<file path="config.mk">
export PLATFORM = sky130hd
export DESIGN_NAME = fetch_unit
export DESIGN_NICKNAME = d
export VERILOG_FILES = /design/src/rtl/fetch_pkg.sv /design/src/rtl/fetch_fifo.sv /design/src/rtl/fetch_unit.sv
export SDC_FILE = /design/constraint.sdc
export NUM_CORES = 1
export LEC_CHECK = 0
export ABC_AREA = 1
export CAP_MARGIN = 20
export CORE_MARGIN = 2
export CORE_UTILIZATION = 55
export CTS_CLUSTER_SIZE = 25
export DETAILED_ROUTE_END_ITERATION = 10
export PLACE_DENSITY = 0.9
export REMOVE_ABC_BUFFERS = 1
export SLEW_MARGIN = 5
export SYNTH_ARGS = -nofsm -noshare
export SYNTH_HDL_FRONTEND = slang
export SYNTH_SLANG_ARGS = --single-unit
</file>
<file path="constraint.sdc">
create_clock -name clk -period 17 [get_ports clk]
set_input_delay 4.25 -clock clk [delete_from_list [all_inputs] [get_ports clk]]
set_output_delay 4.25 -clock clk [all_outputs]
set_load 0.01 [all_outputs]
</file>
<file path="src/rtl/fetch_pkg.sv">
// rtl/fetch_pkg.sv - shared types and constants for the instruction fetch unit
package fetch_pkg;

    typedef enum logic [1:0] {
        FETCH = 2'd0,
        WAIT  = 2'd1,
        DROP  = 2'd2
    } fetch_state_t;

    typedef struct packed {
        logic [31:0] pc;
        logic [31:0] instr;
    } fetch_entry_t;

    localparam logic [31:0] INSTR_BYTES = 32'd4;

endpackage

</file>
<file path="src/rtl/fetch_fifo.sv">
// rtl/fetch_fifo.sv - small instruction buffer with push/pop/flush and occupancy count
module fetch_fifo
    import fetch_pkg::*;
#(
    parameter int DEPTH = 2
) (
    input  logic                           clk,
    input  logic                           n_rst,
    input  logic                           flush_i,
    input  logic                           push_i,
    input  logic [63:0]                    push_data_i,
    input  logic                           pop_i,
    output logic [63:0]                    head_o,
    output logic [$clog2(DEPTH+1)-1:0]     count_o,
    output logic                           full_o
);

    localparam int PTR_W   = $clog2(DEPTH);
    localparam int COUNT_W = $clog2(DEPTH + 1);

    fetch_entry_t               mem_q [DEPTH];
    logic [PTR_W-1:0]           wr_ptr_q;
    logic [PTR_W-1:0]           rd_ptr_q;
    logic [COUNT_W-1:0]         count_q;
    logic                       do_push;
    logic                       do_pop;

    // A pop frees a slot in the same cycle, so a full buffer may still accept.
    assign do_pop  = pop_i && (count_q != '0);
    assign do_push = push_i && (!full_o || do_pop);

    always_ff @(posedge clk) begin
        if (!n_rst || flush_i) begin
            wr_ptr_q <= '0;
            rd_ptr_q <= '0;
            count_q  <= '0;
        end else begin
            if (do_push) begin
                wr_ptr_q <= PTR_W'(wr_ptr_q + 1'b1);
            end
            if (do_pop) begin
                rd_ptr_q <= PTR_W'(rd_ptr_q + 1'b1);
            end
            unique case ({do_push, do_pop})
                2'b10:   count_q <= count_q + 1'b1;
                2'b01:   count_q <= count_q - 1'b1;
                default: ;
            endcase
        end
    end

    always_ff @(posedge clk) begin
        if (n_rst && !flush_i && do_push) begin
            mem_q[wr_ptr_q] <= push_data_i;
        end
    end

    assign head_o  = mem_q[rd_ptr_q];
    assign count_o = count_q;
    assign full_o  = (count_q == COUNT_W'(DEPTH));

endmodule

</file>
<file path="src/rtl/fetch_unit.sv">
// rtl/fetch_unit.sv - instruction fetch FSM feeding a 2-entry buffer toward decode
// Optional performance counters are enabled by defining FETCH_PERF_CNT_EN.
module fetch_unit
    import fetch_pkg::*;
#(
    parameter logic [31:0] RESET_PC = 32'h0000_0000,
    parameter int          DEPTH    = 2
) (
    input  logic        clk,
    input  logic        n_rst,
    output logic        imem_req,
    output logic [31:0] imem_addr,
    input  logic        imem_ack,
    input  logic [31:0] imem_rdata,
    input  logic        redirect,
    input  logic [31:0] redirect_pc,
    output logic        instr_valid,
    output logic [31:0] instr,
    output logic [31:0] instr_pc,
    input  logic        instr_ready
`ifdef FETCH_PERF_CNT_EN
    ,
    output logic [31:0] perf_fetched,
    output logic [31:0] perf_stall
`endif
);

    fetch_state_t                  state_q;
    fetch_state_t                  state_d;
    logic [31:0]                   pc_q;
    logic [31:0]                   pc_d;
    logic [31:0]                   req_addr_q;
    logic                          issue;
    logic                          push;
    logic                          pop;
    logic                          fifo_full;
    logic [$clog2(DEPTH+1)-1:0]    fifo_count;
    fetch_entry_t                  push_entry;
    fetch_entry_t                  head_entry;

    assign issue = (state_q == FETCH) && !fifo_full;

    always_ff @(posedge clk) begin
        if (!n_rst) begin
            state_q <= FETCH;
        end else begin
            state_q <= state_d;
        end
    end

    always_comb begin
        state_d = state_q;
        unique case (state_q)
            FETCH: begin
                if (issue && !imem_ack) begin
                    state_d = redirect ? DROP : WAIT;
                end
            end
            WAIT: begin
                if (imem_ack) begin
                    state_d = FETCH;
                end else if (redirect) begin
                    state_d = DROP;
                end
            end
            DROP: begin
                if (imem_ack) begin
                    state_d = FETCH;
                end
            end
            default: state_d = FETCH;
        endcase
    end

    // Outside FETCH the address comes from the latched request, so a redirect
    // can move pc while the old request is still held on the bus.
    always_comb begin
        imem_req  = n_rst && ((state_q != FETCH) || !fifo_full);
        imem_addr = (state_q == FETCH) ? pc_q : req_addr_q;
        push      = imem_ack && !redirect && (issue || (state_q == WAIT));
    end

    always_comb begin
        pc_d = pc_q;
        if (redirect) begin
            pc_d = redirect_pc & ~32'h3;
        end else if (push) begin
            pc_d = pc_q + INSTR_BYTES;
        end
    end

    always_ff @(posedge clk) begin
        if (!n_rst) begin
            pc_q       <= RESET_PC;
            req_addr_q <= RESET_PC;
        end else begin
            pc_q       <= pc_d;
            req_addr_q <= imem_addr;
        end
    end

    assign pop        = instr_valid && instr_ready;
    assign push_entry = '{pc: pc_q, instr: imem_rdata};

    fetch_fifo #(
        .DEPTH (DEPTH)
    ) u_fifo (
        .clk         (clk),
        .n_rst       (n_rst),
        .flush_i     (redirect),
        .push_i      (push),
        .push_data_i (push_entry),
        .pop_i       (pop),
        .head_o      (head_entry),
        .count_o     (fifo_count),
        .full_o      (fifo_full)
    );

    assign instr_valid = n_rst && (fifo_count != '0);
    assign instr       = head_entry.instr;
    assign instr_pc    = head_entry.pc;

`ifdef FETCH_PERF_CNT_EN
    logic [31:0] perf_fetched_q;
    logic [31:0] perf_stall_q;

    always_ff @(posedge clk) begin
        if (!n_rst) begin
            perf_fetched_q <= '0;
            perf_stall_q   <= '0;
        end else begin
            if (instr_valid && instr_ready) begin
                perf_fetched_q <= perf_fetched_q + 32'd1;
            end
            if (imem_req && !imem_ack) begin
                perf_stall_q <= perf_stall_q + 32'd1;
            end
        end
    end

    assign perf_fetched = perf_fetched_q;
    assign perf_stall   = perf_stall_q;
`endif

endmodule

</file>
-- Word level (Yosys, flattened, before mapping)
Memory sizes are Yosys's and may differ from the RTL's. A register that Yosys moved wholly into a read port is not among the register bits.
Cells that the tools add are included.
W data, S select, Z words.
- bitwise gates (word level): 1
- reductions and logical operators: 26
- mux-type cells: 14
- eq/ne operators: 8
- add/subtract/negate cells: 5
- operator list (kind ; number):
    $mux W32 ; 3
    $add A32 B3 Y32 const B ; 1
    $logic_and A1 B1 Y1 ; 11
    $mux W2 ; 5
    $reduce_bool A2 Y1 ; 4
    $eq A2 B2 Y1 const B ; 3
    $pmux W2 S3 ; 1
    $eq A2 B1 Y1 const B ; 2
    $logic_not A1 Y1 ; 4
    $logic_or A1 B1 Y1 ; 4
    $mux W1 ; 4
    $pmux W2 S2 ; 1
    $ne A3 B3 Y1 const B ; 1
    $reduce_and A3 Y1 ; 1
    $add A1 B1 Y1 const B ; 2
    $add A2 B1 Y2 const B ; 1
    $logic_not A2 Y1 ; 1
    $ne A2 B1 Y1 const B ; 1
    $ne A2 B2 Y1 const B ; 1
    $reduce_or A2 Y1 ; 1
    $sub A2 B1 Y2 const B ; 1
    $not A1 Y1 ; 1
- bits of input ports: 69
- word-level logic and storage cells: 62
- output and inout port bits: 98
- memory bits (writable): 128
- memories: 1
- flip-flop bits (word level): 70
- memories (memory ; words ; width ; rd ports ; clocked after Yosys merged registers in ; write ports ; line ; RTL):
    u_fifo.mem_q ; 2 ; 64 ; 1 ; 1 ; 1 ; fetch_fifo.sv:21 ; fetch_entry_t mem_q [DEPTH];

-- Longest topological paths before layout
- depth after elaboration: 9
- gate-level depth with buffers: 10
- depth with buffers taken out: 10

-- By module
Synthesis repeated with hierarchy kept, for this count alone.
- cell total of the unflattened synthesis: 791
- area, all modules: 8629.5 sq um
- modules (own cells, without submodules) (module ; seq. area each (sq um) ; times used ; area an instance (sq um) ; cells each):
    fetch_fifo ; 3943.8 ; 1 ; 5177.5 ; 239
    fetch_unit ; 1281.2 ; 1 ; 3452.1 ; 552

-- Worst setup path after synthesis
Ideal clock, no wire load.
- path type: input port to flip-flop
- start point: in n_rst
- end point: mem u_fifo.mem_q[0][0] (netlist name) (enable)
- required time: 16442 ps
- arrival: 9065 ps
- cell stages on the path: 6
- buffers on the path: 0
- setup time: 558 ps
- path slack: 7376 ps
- cells stage by stage: inv_1 a21oi_1 nand2_1 inv_1 o21ai_2 nor3_1
- cells in the longest elaborated chain, start to end: 8
- elaborated cells between the ends (all ways): 9
- those cells by class: 2 x mux; 7 x reduce/logical
- RTL lines (what ; line ; RTL):
    start, declared ; fetch_unit.sv:10 ; input logic n_rst,
    $logic_and A1 B1 Y1 ; fetch_unit.sv:119 ; assign instr_valid = n_rst && (fifo_count != '0);
    via instr_valid ; fetch_unit.sv:17 ; output logic instr_valid,
    $logic_and A1 B1 Y1 ; fetch_unit.sv:102 ; assign pop = instr_valid && instr_ready;
    $logic_and A1 B1 Y1 ; fetch_fifo.sv:29 ; assign do_pop = pop_i && (count_q != '0);
    via u_fifo.do_pop ; fetch_fifo.sv:26 ; logic do_pop;
    $logic_or A1 B1 Y1 ; fetch_fifo.sv:30 ; assign do_push = push_i && (!full_o || do_pop);
    $logic_and A1 B1 Y1 ; fetch_fifo.sv:30 ;
    $logic_and A1 B1 Y1 ; fetch_fifo.sv:53 ; if (n_rst && !flush_i && do_push) begin
    $mux W1 ; fetch_fifo.sv:53 ;
    $mux W1 (not written as such) ; fetch_fifo.sv:54 ; mem_q[wr_ptr_q] <= push_data_i;
    end, declared ; fetch_fifo.sv:21 ;
The timed path passes the listed nets, and every way through them passes these cells.

-- Worst setup path after layout
- start point: in n_rst
- end point: out instr_valid
- cells in the longest elaborated chain, start to end: 1
- RTL lines (what ; line):
    $logic_and A1 B1 Y1 ; fetch_unit.sv:119
    end, declared ; fetch_unit.sv:17
No other way between the ends.

==> flow_metrics.env <==
export IMPL_status="complete, no violations"
export IMPL_period_needed_ns=10.17
export IMPL_fin_ws_ns=6.83
export IMPL_layout_cells_non_filler=1121
export IMPL_vias=6025
export IMPL_ctsRootBufferMaster="clkbuf_16"
export IMPL_cp_arrival_ns=5.92
export IMPL_ir_worst_vdd_mv=0.0677
export IMPL_cp_common_cell="clkdlybuf4s50_1"
export IMPL_clock_fmax_mhz=98.4
export IMPL_hp_class="flip-flop to flip-flop"
export IMPL_finalClockSkew_ns=0.00652
export IMPL_regToRegSetupSlack_ns=14.44
export IMPL_grt_pass1_vias=5933
export IMPL_fin_tns_setup_ns=0
export IMPL_postLayoutCoreUtil=0.729
export IMPL_slew_headroom=0.272
export IMPL_layout_nets=995
export IMPL_routed_via_density=5.37
export IMPL_required_ns=12.75
export IMPL_cp_max_fo=11
export IMPL_cts_setup_buffers=0
export IMPL_grt_first_pass_wirelength_um=29000
export IMPL_synth_adder_area_share=0.00306
export IMPL_die_h_um=126
export IMPL_ys_top_cells_by_count="nand2_1, edfxtp_1, inv_1"
export IMPL_synthXorXnorAreaFrac=0.0139
export IMPL_synth_edf_count=124
export IMPL_yosysSeqAreaShare=0.624
export IMPL_cts_sinks=193
export IMPL_drtIter0Drc=789
export IMPL_rows=44
export IMPL_drc=0
export IMPL_cts_hold_buf=0
export IMPL_synth_top_family_by_area="simple AND/OR/NAND/NOR gates"
export IMPL_worstMarginPinSlew_ns=1.09
export IMPL_path_cells="clkdlybuf4s50_1 -> clkinv_1 -> a21oi_1 -> clkdlybuf4s50_1"
export IMPL_cts_tree="done"
export IMPL_crit_path_max_incr_delay_ns=0.71
export IMPL_start_util=0.563
export IMPL_synth_top_cell_by_area="edfxtp_1"
export IMPL_drt_pass1_iter_count=5
export IMPL_synth_top_area_frac=0.455
export IMPL_cts_buffers=17
export IMPL_synthMuxAreaShare=0.0853
export IMPL_ios=167
export IMPL_clkLatencyLatePin_ns=0.43
export IMPL_io_buffers=162
export IMPL_avgRoutedWirePerCell_um=16.4
export IMPL_yosys_warnings=0
export IMPL_yosys_area_share_simple=0.155
export IMPL_period_share=0.598
export IMPL_ys_flop_type="edfxtp_1"
export IMPL_finalHoldViolCount=0
export IMPL_grt_start_max_net_pins=63
export IMPL_antenna_found_initial=0
export IMPL_area_delta_synth_final_pct=29.6
export IMPL_clk_pin_slew_worst_paths_ns=0.06
export IMPL_slowest_stage="clkdlybuf4s50_1"
export IMPL_reg2regPathDepth=6
export IMPL_powerDensity_nw_per_um2=102
export IMPL_hold_path_depth=2
export IMPL_die_w_um=126
export IMPL_setup_viol=0
export IMPL_synth_area_leaders="edfxtp_1, dfxtp_1, mux2_2"
export IMPL_wl_um=18300
export IMPL_synth_most_common_cell="nand2_1"
export IMPL_grt_use_total=0.232
export IMPL_fp_coreArea_um2=14500
export IMPL_final_antenna_net_count=0
export IMPL_syn_area_per_cell_um2=10.7
export IMPL_yosys_cell_types_count=37
export IMPL_synth_seq_cells=193
export IMPL_grt_ovfl_total=0
export IMPL_drive_above_1_share=0.134
export IMPL_startpoint_type="input port"
export IMPL_syn_area_um2=8180
export IMPL_die_area_um2=15900
export IMPL_finalMaxSlewViolations=0
export IMPL_n_antenna_cell=0
export IMPL_filler_cell_count=1000
export IMPL_cts_resized=0
export IMPL_place_gp_congestion=0.882
export IMPL_criticalPathCategory="input port to output port"
export IMPL_ctsHtreeMaxLevel=4
export IMPL_hpwl_um=11800
export IMPL_power_mw=1.08
export IMPL_worst_setup_path_end_kind="output port"
export IMPL_syn_inst=767
export IMPL_synth_async_reset_ratio=0
export IMPL_post_place_ws_ns=6.84
export IMPL_cts_buffer_depth=2
export IMPL_numPlacedInstances=1089
export IMPL_cap_violations=0
export IMPL_p_leak_nw=3.97
export IMPL_synth_compound_area_share=0.0581
export IMPL_rsz0062_at_grt="no"
[metrics by stage]
step	area, um^2	hold slack, ns
3_5_place_dp	9950	0.435
3_3_place_gp	9950	0.430
5_1_grt	10600	0.470
4_1_cts	10600	0.445
2_1_floorplan	8040	0.421
6_report	10600	0.442
[critical path, delay by kind of cell]
kind                   cells  cell delay (ns)
AOI/OAI and AO/OA          1             0.20
buffers and inverters      3             1.46
[sequential cells by signal, summed over array words and instances (netlist names), named ones only]
signal,flops
u_fifo.count_o,2
pc_q,30
u_fifo.rd_ptr_q,1
req_addr_q,32
state_q,2
u_fifo.wr_ptr_q,1
u_fifo.mem_q,124
[final timing paths]
check                start             endpoint
max                  n_rst          instr_valid
min          req_addr_q[1]        req_addr_q[1]
max reg2reg     state_q[1]  u_fifo.mem_q[1][54]
min reg2reg  req_addr_q[1]        req_addr_q[1]
[final cells by class]
type                       instances  area (um^2)  share of cell area
tap                              184          230              0.0217
clock inverter                    12          213              0.0201
timing repair buffer             168         1670               0.157
multi-input combinational        453         2610               0.246
inverter                          91          344              0.0325
sequential                       193         5110               0.482
clock buffer                      20          437              0.0412
[logic make-up (layout without fill, tap and decap cells)]
| logic type | Yosys count | in the layout |
|---|---|---|
| buffers and inverters | 122 | 291 |
| and+or+nand+nor | 285 | 285 |
| AOI/OAI and AO/OA | 89 | 89 |
| other | 1 | 2 |
| muxes | 62 | 62 |
| DFF | 193 | 193 |
| adders and majority gates | 2 | 2 |
| xor gates and xnor gates | 13 | 13 |
[placed cells by master, fill, tap and decap left out, drive strengths merged, types with 20 or more instances in the layout]
cell type,instances
dfxtp,69
clkbuf,20
a21oi,26
clkdlybuf4s50,162
inv,90
mux2,62
nand2,148
nor2,87
o21ai,50
nand3,32
edfxtp,124
[power breakdown]
| group | internal [mW] | switching [mW] |
|---|---|---|
| clock network | 0.274 | 0.166 |
| logic | 0.0541 | 0.0562 |
| registers | 0.516 | 0.0119 |
| total | 0.844 | 0.234 |
[routing by layer]
metal	wire length [um]	share of wire	vias up	GRT usage
met5	0	0	-	0
met4	390	0.021	0	0.0963
met3	1240	0.068	40	0.0425
met2	9050	0.49	278	0.386
met1	7660	0.42	2833	0.303
li1	-	-	2874	-
Power figures use the tool's default switching activity.
